<file path="config.mk">
export PLATFORM = sky130hd
export DESIGN_NAME = sprite_motion_ctrl
export DESIGN_NICKNAME = d
export VERILOG_FILES = /design/src/rtl/sprite_motion_ctrl.sv
export SDC_FILE = /design/constraint.sdc
export NUM_CORES = 1
export LEC_CHECK = 0
export BUFFER_PORTS_ARGS = -buffer_cell sky130_fd_sc_hd__buf_2
export CELL_PAD_IN_SITES_DETAIL_PLACEMENT = 1
export CELL_PAD_IN_SITES_GLOBAL_PLACEMENT = 1
export CORE_MARGIN = 8
export CORE_UTILIZATION = 40
export DETAILED_ROUTE_END_ITERATION = 10
export PLACE_DENSITY = 0.71
export RECOVER_POWER = 100
export SLEW_MARGIN = 10
export SYNTH_ARGS = -nofsm -noshare
export SYNTH_HDL_FRONTEND = slang
export SYNTH_SLANG_ARGS = --single-unit
</file>
<file path="constraint.sdc">
create_clock -name Clk -period 4.8 [get_ports Clk]
set_input_delay 0.48 -clock Clk [delete_from_list [all_inputs] [get_ports Clk]]
set_output_delay 0.48 -clock Clk [all_outputs]
set_load 0.1 [all_outputs]
</file>
<file path="src/rtl/sprite_motion_ctrl.sv">
// sprite_motion_ctrl: frame-driven movement sequencer for the player sprite.
// On an accepted frame tick it computes a clamped candidate position and asks
// the shared collision checker about it through a valid/ready query and a
// response strobe. The candidate becomes the committed position only when the
// checker reports it is not blocked. All outputs come straight from registers.
module sprite_motion_ctrl #(
  parameter int STEP    = 2,
  parameter int X_MIN   = 0,
  parameter int X_MAX   = 470,
  parameter int Y_MIN   = 0,
  parameter int Y_MAX   = 460,
  parameter int START_X = 16,
  parameter int START_Y = 16,
  parameter int TIMEOUT = 255
) (
  input  logic        Clk,
  input  logic        Reset,
  input  logic        frame_tick,
  input  logic [2:0]  USER_INPUT,
  output logic        query_valid,
  output logic [8:0]  query_x,
  output logic [8:0]  query_y,
  input  logic        query_ready,
  input  logic        resp_valid,
  input  logic        resp_blocked,
  output logic [8:0]  pos_x,
  output logic [8:0]  pos_y,
  output logic        moved,
  output logic [15:0] move_count,
  output logic        overrun
);

  typedef enum logic [1:0] {S_IDLE, S_REQ, S_WAIT} state_e;

  localparam logic signed [10:0] STEP_S  = 11'(STEP);
  localparam logic signed [10:0] X_MIN_S = 11'(X_MIN);
  localparam logic signed [10:0] X_MAX_S = 11'(X_MAX);
  localparam logic signed [10:0] Y_MIN_S = 11'(Y_MIN);
  localparam logic signed [10:0] Y_MAX_S = 11'(Y_MAX);
  localparam logic [8:0]         TMO_END = 9'(TIMEOUT);

  state_e       state_q, state_d;
  logic [8:0]   pos_x_q, pos_x_d, pos_y_q, pos_y_d;
  logic [8:0]   query_x_q, query_x_d, query_y_q, query_y_d;
  logic         query_valid_q, query_valid_d;
  logic         moved_q, moved_d;
  logic [15:0]  move_count_q, move_count_d;
  logic         overrun_q, overrun_d;
  logic [7:0]   tmo_q, tmo_d;

  logic signed [10:0] dx, dy;
  logic               dir_ok;
  logic [8:0]         cand_x, cand_y;

  // Adds a signed step in 11 bits so a move past either edge can never wrap
  // around in 9 bits, then pins the result to the legal range.
  function automatic logic [8:0] clamp_axis(input logic [8:0]         cur,
                                            input logic signed [10:0] delta,
                                            input logic signed [10:0] lo,
                                            input logic signed [10:0] hi);
    logic signed [10:0] sum;
    sum = $signed({2'b00, cur}) + delta;
    if (sum < lo)      sum = lo;
    else if (sum > hi) sum = hi;
    return sum[8:0];
  endfunction

  // Decode the direction code and form the clamped candidate position.
  always_comb begin
    // NOTE: every combinational output gets a default first so no path can
    // leave it unassigned and infer a latch.
    dx     = '0;
    dy     = '0;
    dir_ok = 1'b1;
    case (USER_INPUT)
      3'b001:  dy = -STEP_S;
      3'b010:  dx = -STEP_S;
      3'b100:  dy = STEP_S;
      3'b101:  dx = STEP_S;
      default: dir_ok = 1'b0;
    endcase
    cand_x = clamp_axis(pos_x_q, dx, X_MIN_S, X_MAX_S);
    cand_y = clamp_axis(pos_y_q, dy, Y_MIN_S, Y_MAX_S);
  end

  // Next-state and registered-output logic for the IDLE/REQ/WAIT sequencer.
  always_comb begin
    state_d       = state_q;
    pos_x_d       = pos_x_q;
    pos_y_d       = pos_y_q;
    query_x_d     = query_x_q;
    query_y_d     = query_y_q;
    query_valid_d = query_valid_q;
    moved_d       = 1'b0;
    move_count_d  = move_count_q;
    overrun_d     = overrun_q;
    tmo_d         = tmo_q;

    // A tick that lands mid-transaction is dropped, but remembered forever.
    if (frame_tick && (state_q != S_IDLE)) overrun_d = 1'b1;

    case (state_q)
      S_IDLE: begin
        if (frame_tick && dir_ok && ((cand_x != pos_x_q) || (cand_y != pos_y_q))) begin
          query_x_d     = cand_x;
          query_y_d     = cand_y;
          query_valid_d = 1'b1;
          state_d       = S_REQ;
        end
      end
      S_REQ: begin
        if (query_valid_q && query_ready) begin
          query_valid_d = 1'b0;
          tmo_d         = '0;
          state_d       = S_WAIT;
        end
      end
      S_WAIT: begin
        tmo_d = tmo_q + 8'd1;
        // A response on the final cycle beats the timeout.
        if (resp_valid) begin
          if (!resp_blocked) begin
            pos_x_d = query_x_q;
            pos_y_d = query_y_q;
            moved_d = 1'b1;
            if (move_count_q != 16'hFFFF) move_count_d = move_count_q + 16'd1;
          end
          state_d = S_IDLE;
        end else if ((9'(tmo_q) + 9'd1) == TMO_END) begin
          // Counter reaches TIMEOUT: give up, treat as blocked.
          state_d = S_IDLE;
        end
      end
      default: state_d = S_IDLE;
    endcase
  end

  // State and output registers with asynchronous active-high reset.
  always_ff @(posedge Clk or posedge Reset) begin
    // NOTE: sequential state uses non-blocking assignments so every register
    // samples pre-edge values regardless of statement order.
    if (Reset) begin
      state_q       <= S_IDLE;
      pos_x_q       <= 9'(START_X);
      pos_y_q       <= 9'(START_Y);
      query_x_q     <= '0;
      query_y_q     <= '0;
      query_valid_q <= 1'b0;
      moved_q       <= 1'b0;
      move_count_q  <= '0;
      overrun_q     <= 1'b0;
      tmo_q         <= '0;
    end else begin
      state_q       <= state_d;
      pos_x_q       <= pos_x_d;
      pos_y_q       <= pos_y_d;
      query_x_q     <= query_x_d;
      query_y_q     <= query_y_d;
      query_valid_q <= query_valid_d;
      moved_q       <= moved_d;
      move_count_q  <= move_count_d;
      overrun_q     <= overrun_d;
      tmo_q         <= tmo_d;
    end
  end

  assign query_valid = query_valid_q;
  assign query_x     = query_x_q;
  assign query_y     = query_y_q;
  assign pos_x       = pos_x_q;
  assign pos_y       = pos_y_q;
  assign moved       = moved_q;
  assign move_count  = move_count_q;
  assign overrun     = overrun_q;

endmodule

</file>
# Yosys cells after proc, flatten, opt, wreduce, memory -nomap -nowiden
# Cells that the tools add are included.
[word_totals]
reg_bits = 65
input_bits = 9
out_inout_bits = 55
word_cells = 69
[classes]
add_sub_neg = 5
order_cmp = 4
n_eq_ne = 13
n_mux = 20
bitwise_logic = 1
n_reduce_logical = 16
[ops]
columns = ["op", "count"]
rows = [
  ["$pmux W11 S2", 2],
  ["$mux W9", 4],
  ["$add A10 B11 Y11", 2],
  ["$gt A11 B10 Y1 const B", 2],
  ["$lt A11 B1 Y1 const B", 2],
  ["$ne A9 B9 Y1", 2],
  ["$add A16 B1 Y16 const B", 1],
  ["$ne A16 B16 Y1 const B", 1],
  ["$pmux W8 S2", 1],
  ["$add A8 B1 Y9 const B", 1],
  ["$eq A9 B8 Y1 const B", 1],
  ["$reduce_and A3 Y1", 3],
  ["$add A8 B1 Y8 const B", 1],
  ["$mux W2", 4],
  ["$mux W8", 1],
  ["$eq A3 B3 Y1 const B", 2],
  ["$mux W1", 6],
  ["$pmux W2 S3", 1],
  ["$reduce_bool A2 Y1", 3],
  ["$logic_and A1 B1 Y1", 4],
  ["$ne A2 B2 Y1 const B", 2],
  ["$reduce_and A2 Y1", 2],
  ["$reduce_and A4 Y1", 1],
  ["$reduce_or A4 Y1", 1],
  ["other kinds (9)", 9],
]

# Logic depth before layout (Yosys ltp)
# Gate-level depths: netlist of the first run.
[logic_depth]
ltp_word = 11
ltp_mapped = 18
ltp_nobuf = 15

# Worst setup path after synthesis of the first run
# OpenSTA, ideal clock, no wires.
[synth_timing]
path_type = "reg2reg"
start = "register pos_y_q[1], in the netlist pos_y[1]"
end = "register query_x_q[5], in the netlist query_x[5]"
setup_time_ps = 126
arrival_ps = 4082
required_time_ps = 4674
slack_ps = 591
path_stages_with_launch = 14
path_buffers = 1
synth_period_minus_slack_ps = 4209
cell_sequence = "dfrtp_1 -> ha_1 -> fa_1 -> a211oi_2 -> nor3b_1 -> o22ai_2 -> xor2_1 -> nand2_1 -> nor3b_1 -> or4_1 -> nor4b_2 -> a31oi_1 -> buf_6 -> mux2_4"
[synth_between]
elab_chain_cells = 8
word_cells_on_any_way = 9
cone_classes = "add/sub (1); order compare (2); eq/ne (1); mux (2); reduce/logical (3)"
[synth_lines]
columns = ["item", "line_no", "text"]
rows = [
  ["from (decl)", "43", "logic [8:0] pos_x_q, pos_x_d, pos_y_q, pos_y_d;"],
  ["from (signal assigned)", "145", "pos_y_q <= 9'(START_Y);"],
  ["from (signal assigned)", "156", "pos_y_q <= pos_y_d;"],
  ["$add A10 B11 Y11", "62", "sum = $signed({2'b00, cur}) + delta;"],
  ["$gt A11 B10 Y1", "64", "else if (sum > hi) sum = hi;"],
  ["$mux W9", "64", ""],
  ["$mux W9", "63", "if (sum < lo) sum = lo;"],
  ["$ne A9 B9 Y1 *", "104", "if (frame_tick && dir_ok && ((cand_x != pos_x_q) || (cand_y != pos_y_q))) begin"],
  ["$logic_or A1 B1 Y1 *", "104", ""],
  ["$logic_and A1 B1 Y1 *", "104", ""],
  ["$reduce_and A2 Y1 (no line) *", "-", ""],
  ["to (signal assigned)", "157", "query_x_q <= query_x_d;"],
  ["to (decl)", "44", "logic [8:0] query_x_q, query_x_d, query_y_q, query_y_d;"],
]
# Mark *: on every way between the ends. The rest lies on a longest branch, timed or not.
# A chain may end at the register's enable or synchronous reset.

# Worst setup path after layout of the first run
[layout_timing]
start = "input USER_INPUT[2]"
end = "register query_y_q[2], in the netlist query_y[2]"
[layout_between]
elab_chain_cells = 10
word_cells_on_any_way = 24
cone_classes = "add/sub (2); order compare (4); eq/ne (6); mux (7); reduce/logical (5)"
[layout_lines]
columns = ["item", "line_no", "text"]
rows = [
  ["from (decl)", "19", "input logic [2:0] USER_INPUT,"],
  ["$eq A3 B3 Y1 (tied with other cells)", "75", "case (USER_INPUT)"],
  ["$pmux W11 S2", "75", ""],
  ["$add A10 B11 Y11", "62", ""],
  ["$gt A11 B10 Y1", "64", ""],
  ["$mux W9", "64", ""],
  ["$mux W9", "63", ""],
  ["$ne A9 B9 Y1", "104", ""],
  ["$logic_or A1 B1 Y1", "104", ""],
  ["$logic_and A1 B1 Y1", "104", ""],
  ["$reduce_and A2 Y1 (no line)", "-", ""],
  ["to (signal assigned)", "158", "query_y_q <= query_y_d;"],
  ["to (decl)", "44", ""],
]
# Parallel ways exist; a longest one is shown, timed or not.

==> run metrics, run 1 <==
fin. max-slew vios 66; number of buffers created by CTS 9; Avg Cell Area, Syn 9.61 µm²; Max clock buf depth 2; Initial Util 0.406; Worst setup EP type register; cell chain of the critical path buf_2, nor2_1, and2_1, buf_4, ha_1, a211oi_1, buf_4, o211ai_1, o22a_1, xnor2_1, o2111ai_1, xnor2_1, a21o_1, nor4_1, a31oi_4, mux2_1; Synth top area share 0.363; Netlist cell types 68; WL met3 roughly 440 µm; final setup vio count 0; first-pass GRT wire length a little over 20000 µm; worst hold path type in2reg; asr flop ratio synth 1.00; final critical-path required period ~4.3 ns; Die Y 120 µm; top cells by area, synth dfrtp_1 (36%), ha_1 (6.1%), xnor2_1 (5.0%), mux2_4 (4.1%), nor2_1 (3.5%); mapped cell area 4340 µm²; clock latency at the later pin of the worst-skew pair approximately 0.35 ns; Setup TNS Final 0 ns; largest area contributor in the synthesized netlist dfrtp_1; Yosys warning total 0; total grt overflow 0; failing checks max-capacitance violations, max-slew violations; RSZ-0062 raised after global routing no; initial antenna violation count 0; status finished with violations; EDFF count, synth 0; Worst-path clk slew 0.06 ns; Commonest cells post-synth dfrtp_1 (63), nor2_1 (40), nand2_1 (35), o21ai_0 (27); setup bufs post-CTS 0; CTS tree yes; core outline area between 10000 and 15000 µm²; Mapped Cells 452; die width between 100 and 150 µm; Die ar. 14400 µm²; GRT Total Usage 0.173; drt pass-1 iters 4; sequential cell area fraction in the yosys report 0.375; Synth Register Bits 65; required time worst endpoint roughly 5 ns; DR iter-0 viols 110; H-tree depth 3; placer congestion estimate slightly above 0.8; CP Max Fanout 20; Nets roughly 560; clk sink count 65; Post-route DRC 0; Rel. slew slack -1.34; Slew @ Worst Pin roughly 3.5 ns; Final Hold Fails 0; WP data arrival between 4 and 5 ns; I/O pin total 64; Syn-to-layout area delta 14.0%; Inserted Diodes 0; syn nets around 480; CTS root buf clkbuf_8; drt via density about 5.5; hold buffers post-CTS 0; WL met2 around 5700 µm; crit-path max cell delay 0.43 ns; routed wire length around 12000 µm; fmax 232 MHz; vias after detailed routing approximately 3700; Worst Clk Skew 0.0137 ns; top-count cell post-synth dfrtp_1; predominant post-synthesis flop cell dfrtp_1; Worst Setup Path Type in2reg; Highest Signal Layer met4; Worst path slowest cell mux2_1; ANT nets after route 0; Row Count 38; vias in the first global route between 3000 and 4000; dpl hpwl 9030 µm; layout cells sized above 1 0.108; # port buffers 63; wl on met1 5520 µm; post-CTS resize count 0; largest net degree at the start of global routing 66; Startpoint Class input pin; Wirelength per Cell 17.7 µm; Max Cap Violations 1; fin crit share 0.897
-- layer usage --
layer | track usage | vias to the layer above
met2 | 0.289 | 65
met1 | 0.219 | 1819
met4 | 0.0617 | 0
li1 | - | 1776
met3 | 0.0350 | 17
met5 | 0 | -
-- area by class of cell --
cell class                 instances  area (µm²)
inverter                          25        93.8
clock inverter                     3        67.6
tap                              140         175
sequential                        65        1630
clock buffer                      13         139
fill                            1286        5750
multi-input combinational        347        2520
timing repair buffer              75         329
-- cells in the final DEF (no fill, tap or decap), drive strengths merged, types with 6 or more instances in the layout --
cell type / count
a21oi: 16
a31oi: 10
and3: 9
buf: 18
clkbuf: 70
dfrtp: 63
ha: 21
inv: 25
mux2: 25
mux2i: 9
nand2: 35
nand3: 9
nand4: 8
nor2: 40
nor3: 12
o21ai: 33
o31ai: 6
xnor2: 25
xor2: 16
-- worst paths after layout --
path	start	endpoint	slack, ns	cells past startpoint
max	USER_INPUT[2]	query_y[2]$_DFFE_PP0P_	0.49	16
min	resp_valid	state_q[1]$_DFFE_PP0P_	0.33	2
max reg2reg	pos_y[1]$_DFFE_PP0P_	query_y[2]$_DFFE_PP0P_	0.53	12
min reg2reg	overrun$_DFFE_PP0P_	overrun$_DFFE_PP0P_	0.48	1
max in group asynchronous	Reset	query_y[5]$_DFFE_PP0P_	1.34	3
min in group asynchronous	Reset	tmo_q[1]$_DFFE_PP0P_	1.48	3
-- state kept, by name, indices dropped and copies added (netlist names) --
name,flops
query_x,9
tmo_q,8
pos_y,9
pos_x,9
query_y,9
moved,1
state_q,2
overrun,1
query_valid,1
move_count,16
-- cells by family after synthesis --
logic type	count (synthesis)	share of synthesized area
and+or+nand+nor	145	0.173
xor gates and xnor gates	41	0.0844
adders and majority gates	23	0.0697
AOI/OAI and AO/OA	104	0.164
DFF	65	0.375
buffers and inverters	40	0.0380
muxes	34	0.0959
-- through the flow --
stage | hold WS, ns | setup slack [ns] | utilization | instance area [µm²] | std cells
2_1_floorplan | 0.444 | 0.591 | - | 4340 | 452
3_3_place_gp | 0.449 | 0.152 | 0.455 | 4870 | 652
3_5_place_dp | 0.449 | 0.0422 | 0.455 | 4870 | 652
4_1_cts | 0.321 | 0.421 | 0.475 | 5080 | 668
5_1_grt | 0.329 | 0.0841 | 0.463 | 4950 | 668
6_report | 0.335 | 0.493 | 0.463 | 4950 | 668
-- worst max-delay path: cells and delay by family --
kind	cells	cell delay, ns
adder cells (fa/ha/maj)	1	0.26
AND/OR/NAND/NOR	3	0.71
XOR/XNOR	2	0.61
AO/OA/AOI/OAI	6	1.49
buffers and inverters	3	0.54
multiplexers	1	0.43
Power of run 1 is left out: the tool's default activity adds up to more than one toggle a clock period on the data nets, which glitch-free logic cannot reach.
==> run 2: changes to the inputs <==
- CORE_ASPECT_RATIO: unset -> 0.5
- CORE_UTILIZATION: 40 -> 45
- CTS_CLUSTER_DIAMETER: unset -> 150
- PLACE_DENSITY: 0.71 -> 0.78
==> run 2 against run 1 <==
Effect of this change: the run still ends with max-capacitance violations, max-slew violations left; register-to-register slack lost 0.03 ns; via count shrank 0.41%; clock skew shrank 0.0084 ns; global-route usage grew 1.0 points; critical path depth shrank 2; design area grew 1.6%; final cell count shrank 0.90%; wire length shrank 1.4%; first-iteration DRC count grew 30%; utilization grew 7.1 points; flip-flop and latch count is the same; critical path type unchanged.
==> run metrics, run 2 (synthesis results as in run 1) <==
number of buffers created by CTS 9; drt via density about 5.5; Worst setup EP type register; crit-path max cell delay around 0.47 ns; Post-route DRC 0; worst hold path type in2reg; Syn-to-layout area delta 15.8%; status finished with violations; Fin Hold WS 0.385 ns; DR iter-0 viols approximately 140; worst r2r dst query_y[6]$_DFFE_PP0P_; min-delay src resp_valid; I/O pin total 64; Largest register FFs 16; GRT Total Usage 0.183; die width roughly 150 µm; Nets between 500 and 600; RSZ-0062 raised after global routing no; Worst path slowest cell mux2_1; # port buffers 63; Worst-path clk slew ~0.050 ns; CTS root buf clkbuf_16; Setup TNS Final 0 ns; drt pass-1 iters 5; Layout Cells excl Fill between 600 and 700; Die Y ~85 µm; end of the worst hold path state_q[1]$_DFFE_PP0P_; Wirelength per Cell 17.6 µm; hold buffers post-CTS 0; vias after detailed routing 3662; cell depth of the worst flop-to-flop path 12; CP Max Fanout 20; placer congestion estimate about 0.86; dpl hpwl approximately 8700 µm; clk sink count 65; H-tree depth 3; Startpoint Class input pin; Place WS 0.0839 ns; final worst slack ~0.43 ns; WP data arrival roughly 4.6 ns; final setup vio count 0; Worst Clk Skew 0.00528 ns; Row Count 25; required time worst endpoint between 5 and 6 ns; cell count after placement 646; cell chain of the critical path buf_2, nor3b_4, buf_4, ha_1, or3b_1, o221ai_1, or3_1, nor2b_1, o211ai_2, and4_1, o32a_1, nor4_1, a31oi_4, mux2_1; Max Cap Violations 2; reg2reg start pos_y[1]$_DFFE_PP0P_; fin crit share 0.910; initial antenna violation count 0; Slew @ Worst Pin 3.59 ns; failing checks max-capacitance violations, max-slew violations; CTS tree yes; Max clock buf depth 2; clock latency at the later pin of the worst-skew pair between 0.3 and 0.4 ns; Inserted Diodes 0; hold path depth 2; routed wire length between 10000 and 15000 µm; Bufs and invs on worst path 2; fmax 229 MHz; largest net degree at the start of global routing 66; setup bufs post-CTS 0; final critical-path required period approximately 4.4 ns; Final Hold Fails 0; cell family with most CP delay simple AND/OR/NAND/NOR gates; total grt overflow 0; vias in the first global route roughly 3900; post-CTS resize count 0; crit path from USER_INPUT[2]; first-pass GRT wire length slightly below 20000 µm; core outline area around 9400 µm²; setup slack, reg-to-reg 0.50 ns; Rel. slew slack -1.39; Initial Util 0.461; leading cell type in the layout, fill and taps excluded dfrtp_1; layout cells sized above 1 0.112; ANT nets after route 0; Worst Setup Path Type in2reg; fin. max-slew vios 66; leading cell types in the layout, fill and taps excluded dfrtp_1 (63), clkbuf_1 (61), nor2_1 (40); Die ar. between 10000 and 15000 µm²
## run 2: final cells by class
| class | instances | area [µm²] |
|---|---|---|
| Clock buffer | 13 | 250 |
| Sequential cell | 65 | 1630 |
| Inverter | 25 | 93.8 |
| Clock inverter | 3 | 40.0 |
| Multi-Input combinational cell | 347 | 2530 |
| Fill cell | 1131 | 4390 |
| Tap cell | 135 | 169 |
| Timing Repair Buffer | 74 | 318 |
## run 2: worst max-delay path by stage
stage	slack, ns	depth (start not counted)	end
floorplan	0.59	13	query_x[5]$_DFFE_PP0P_
CTS	0.44	14	query_x[6]$_DFFE_PP0P_
finish	0.43	14	query_y[6]$_DFFE_PP0P_
detailed placement	0.08	14	query_y[6]$_DFFE_PP0P_
global route	0.10	16	query_y[6]$_DFFE_PP0P_
global placement	0.14	14	query_y[0]$_DFFE_PP0P_
## run 2: stage by stage
stage               utilization  cell area, µm²
global route              0.534            5030
finish                    0.534            5030
global placement          0.516            4860
CTS                       0.547            5150
detailed placement        0.516            4860
floorplan                     -            4340
## run 2: per-layer routing
| layer | wire (µm) | global-route usage | vias up |
|---|---|---|---|
| met3 | 508 | 0.0522 | 17 |
| li1 | - | - | 1769 |
| met2 | 5480 | 0.304 | 52 |
| met1 | 5490 | 0.226 | 1824 |
| met5 | 0 | 0 | - |
| met4 | 149 | 0.0583 | 0 |
Power of run 2 is left out for the same reason.
==> run 3: changes to the inputs <==
- CTS_BUF_LIST: unset -> sky130_fd_sc_hd__clkbuf_8 sky130_fd_sc_hd__clkbuf_16
- HOLD_SLACK_MARGIN: unset -> 0.08
==> run 3 against run 2 <==
Effect of this change: the flow still finishes with violations (max-capacitance violations, max-slew violations); largest cell class unchanged; non-clock buffer count did not move; clock-buffer cell count fell by 3; first-iteration DRC count rose by 5.6%; wire length fell by 0.12%; worst setup slack got worse by 0.0076 ns.
==> run metrics, run 3 (synthesis results as in run 1) <==
fin crit share 0.911; first-pass GRT wire length about 20000 µm; Die Y approximately 85 µm; final critical-path required period 4.37 ns; vias after detailed routing between 3000 and 4000; min-delay src resp_valid; drt pass-1 iters 4; number of buffers created by CTS 9; CTS tree yes; clk sink count 65; worst hold path type in2reg; setup slack, reg-to-reg a little under 0.5 ns; Startpoint Class input pin; I/O pin total between 60 and 70; vias in the first global route approximately 3900; CTS root buf clkbuf_16; Setup TNS Final 0 ns; Die ar. roughly 13000 µm²; initial antenna violation count 0; crit path to query_y[6]$_DFFE_PP0P_; placer congestion estimate about 0.86; clock latency at the later pin of the worst-skew pair 0.33 ns; drt via density 5.54; status finished with violations; Final Hold Fails 0; failing checks max-capacitance violations, max-slew violations; Max clock buf depth 2; largest net degree at the start of global routing 66; reg2reg start pos_y[1]$_DFFE_PP0P_; GRT Total Usage 0.183; # port buffers 63; leading cell type in the layout, fill and taps excluded dfrtp_1; setup bufs post-CTS 0; Post-route DRC 0; Worst-path clk slew 0.05 ns; post-CTS resize count 0; crit path from USER_INPUT[2]; fmax approximately 230 MHz; total grt overflow 0; fin. max-slew vios 66; CP Max Fanout 20; Worst Clk Skew approximately 0.0053 ns; Rel. slew slack -1.40; cell depth of the worst flop-to-flop path 12; hold buffers post-CTS 0; Worst Setup Path Type in2reg; core outline area about 9400 µm²; required time worst endpoint 5.00 ns; layout cells sized above 1 0.112; final setup vio count 0; RSZ-0062 raised after global routing no; dpl hpwl around 8700 µm; ANT nets after route 0; leading cell types in the layout, fill and taps excluded dfrtp_1 (63), clkbuf_1 (58), nor2_1 (40); Inserted Diodes 0; routed wire length roughly 12000 µm; Wirelength per Cell ~18 µm; H-tree depth 3; die width between 150 and 200 µm; Initial Util 0.461; WP data arrival 4.58 ns; Largest register FFs 16; Syn-to-layout area delta 15.8%; Worst setup EP type register; Max Cap Violations 1; DR iter-0 viols 151; Nets between 500 and 600; Slew @ Worst Pin ~3.6 ns; Row Count 25; worst r2r dst query_y[6]$_DFFE_PP0P_
-- run 3: changes by cell type in the layout (fill, tap and decap cells not counted), sizes merged --
cell / before / now
clkbuf: 71 / 68
inv: 25 / 28
-- run 3: final cells by class --
class                           instances  area, µm²
Tap cell                              135        169
Inverter                               25       93.8
Timing Repair Buffer                   74        318
Sequential cell                        65       1630
Clock inverter                          6       51.3
Clock buffer                           10        239
Fill cell                            1131       4390
Multi-Input combinational cell        347       2530
-- run 3: critical path: stages --
cell,delay [ns]
buf_2,0.14
nor3b_4,0.41
buf_4,0.26
ha_1,0.29
or3b_1,0.37
o221ai_1,0.07
or3_1,0.23
nor2b_1,0.24
o211ai_2,0.21
and4_1,0.26
o32a_1,0.31
nor4_1,0.42
a31oi_4,0.42
mux2_1,0.46
-- run 3: through the flow --
step | worst slack [ns] | instances | util | cell area, µm² | hold slack, ns
after global placement | 0.143 | 646 | 0.516 | 4860 | 0.468
after CTS | 0.440 | 662 | 0.547 | 5150 | 0.375
after detailed placement | 0.0839 | 646 | 0.516 | 4860 | 0.481
final | 0.425 | 662 | 0.534 | 5030 | 0.387
after floorplan | 0.591 | 452 | - | 4340 | 0.444
after global routing | 0.103 | 662 | 0.534 | 5030 | 0.381
-- run 3: worst min-delay path by stage --
stage                                     end  slack (ns)  cells after the start
finish                 state_q[1]$_DFFE_PP0P_        0.39                      2
global route           state_q[1]$_DFFE_PP0P_        0.38                      2
CTS                    state_q[1]$_DFFE_PP0P_        0.37                      2
detailed placement  move_count[6]$_DFFE_PP0P_        0.48                      1
global placement          overrun$_DFFE_PP0P_        0.47                      1
floorplan                tmo_q[7]$_DFFE_PP0P_        0.44                      1
-- run 3: per-layer routing --
layer,GRT usage,part of all wire
met1,0.226,0.47
met2,0.304,0.48
met3,0.0522,0.042
met4,0.0583,0.013
met5,0,0
Power of run 3 is left out for the same reason.
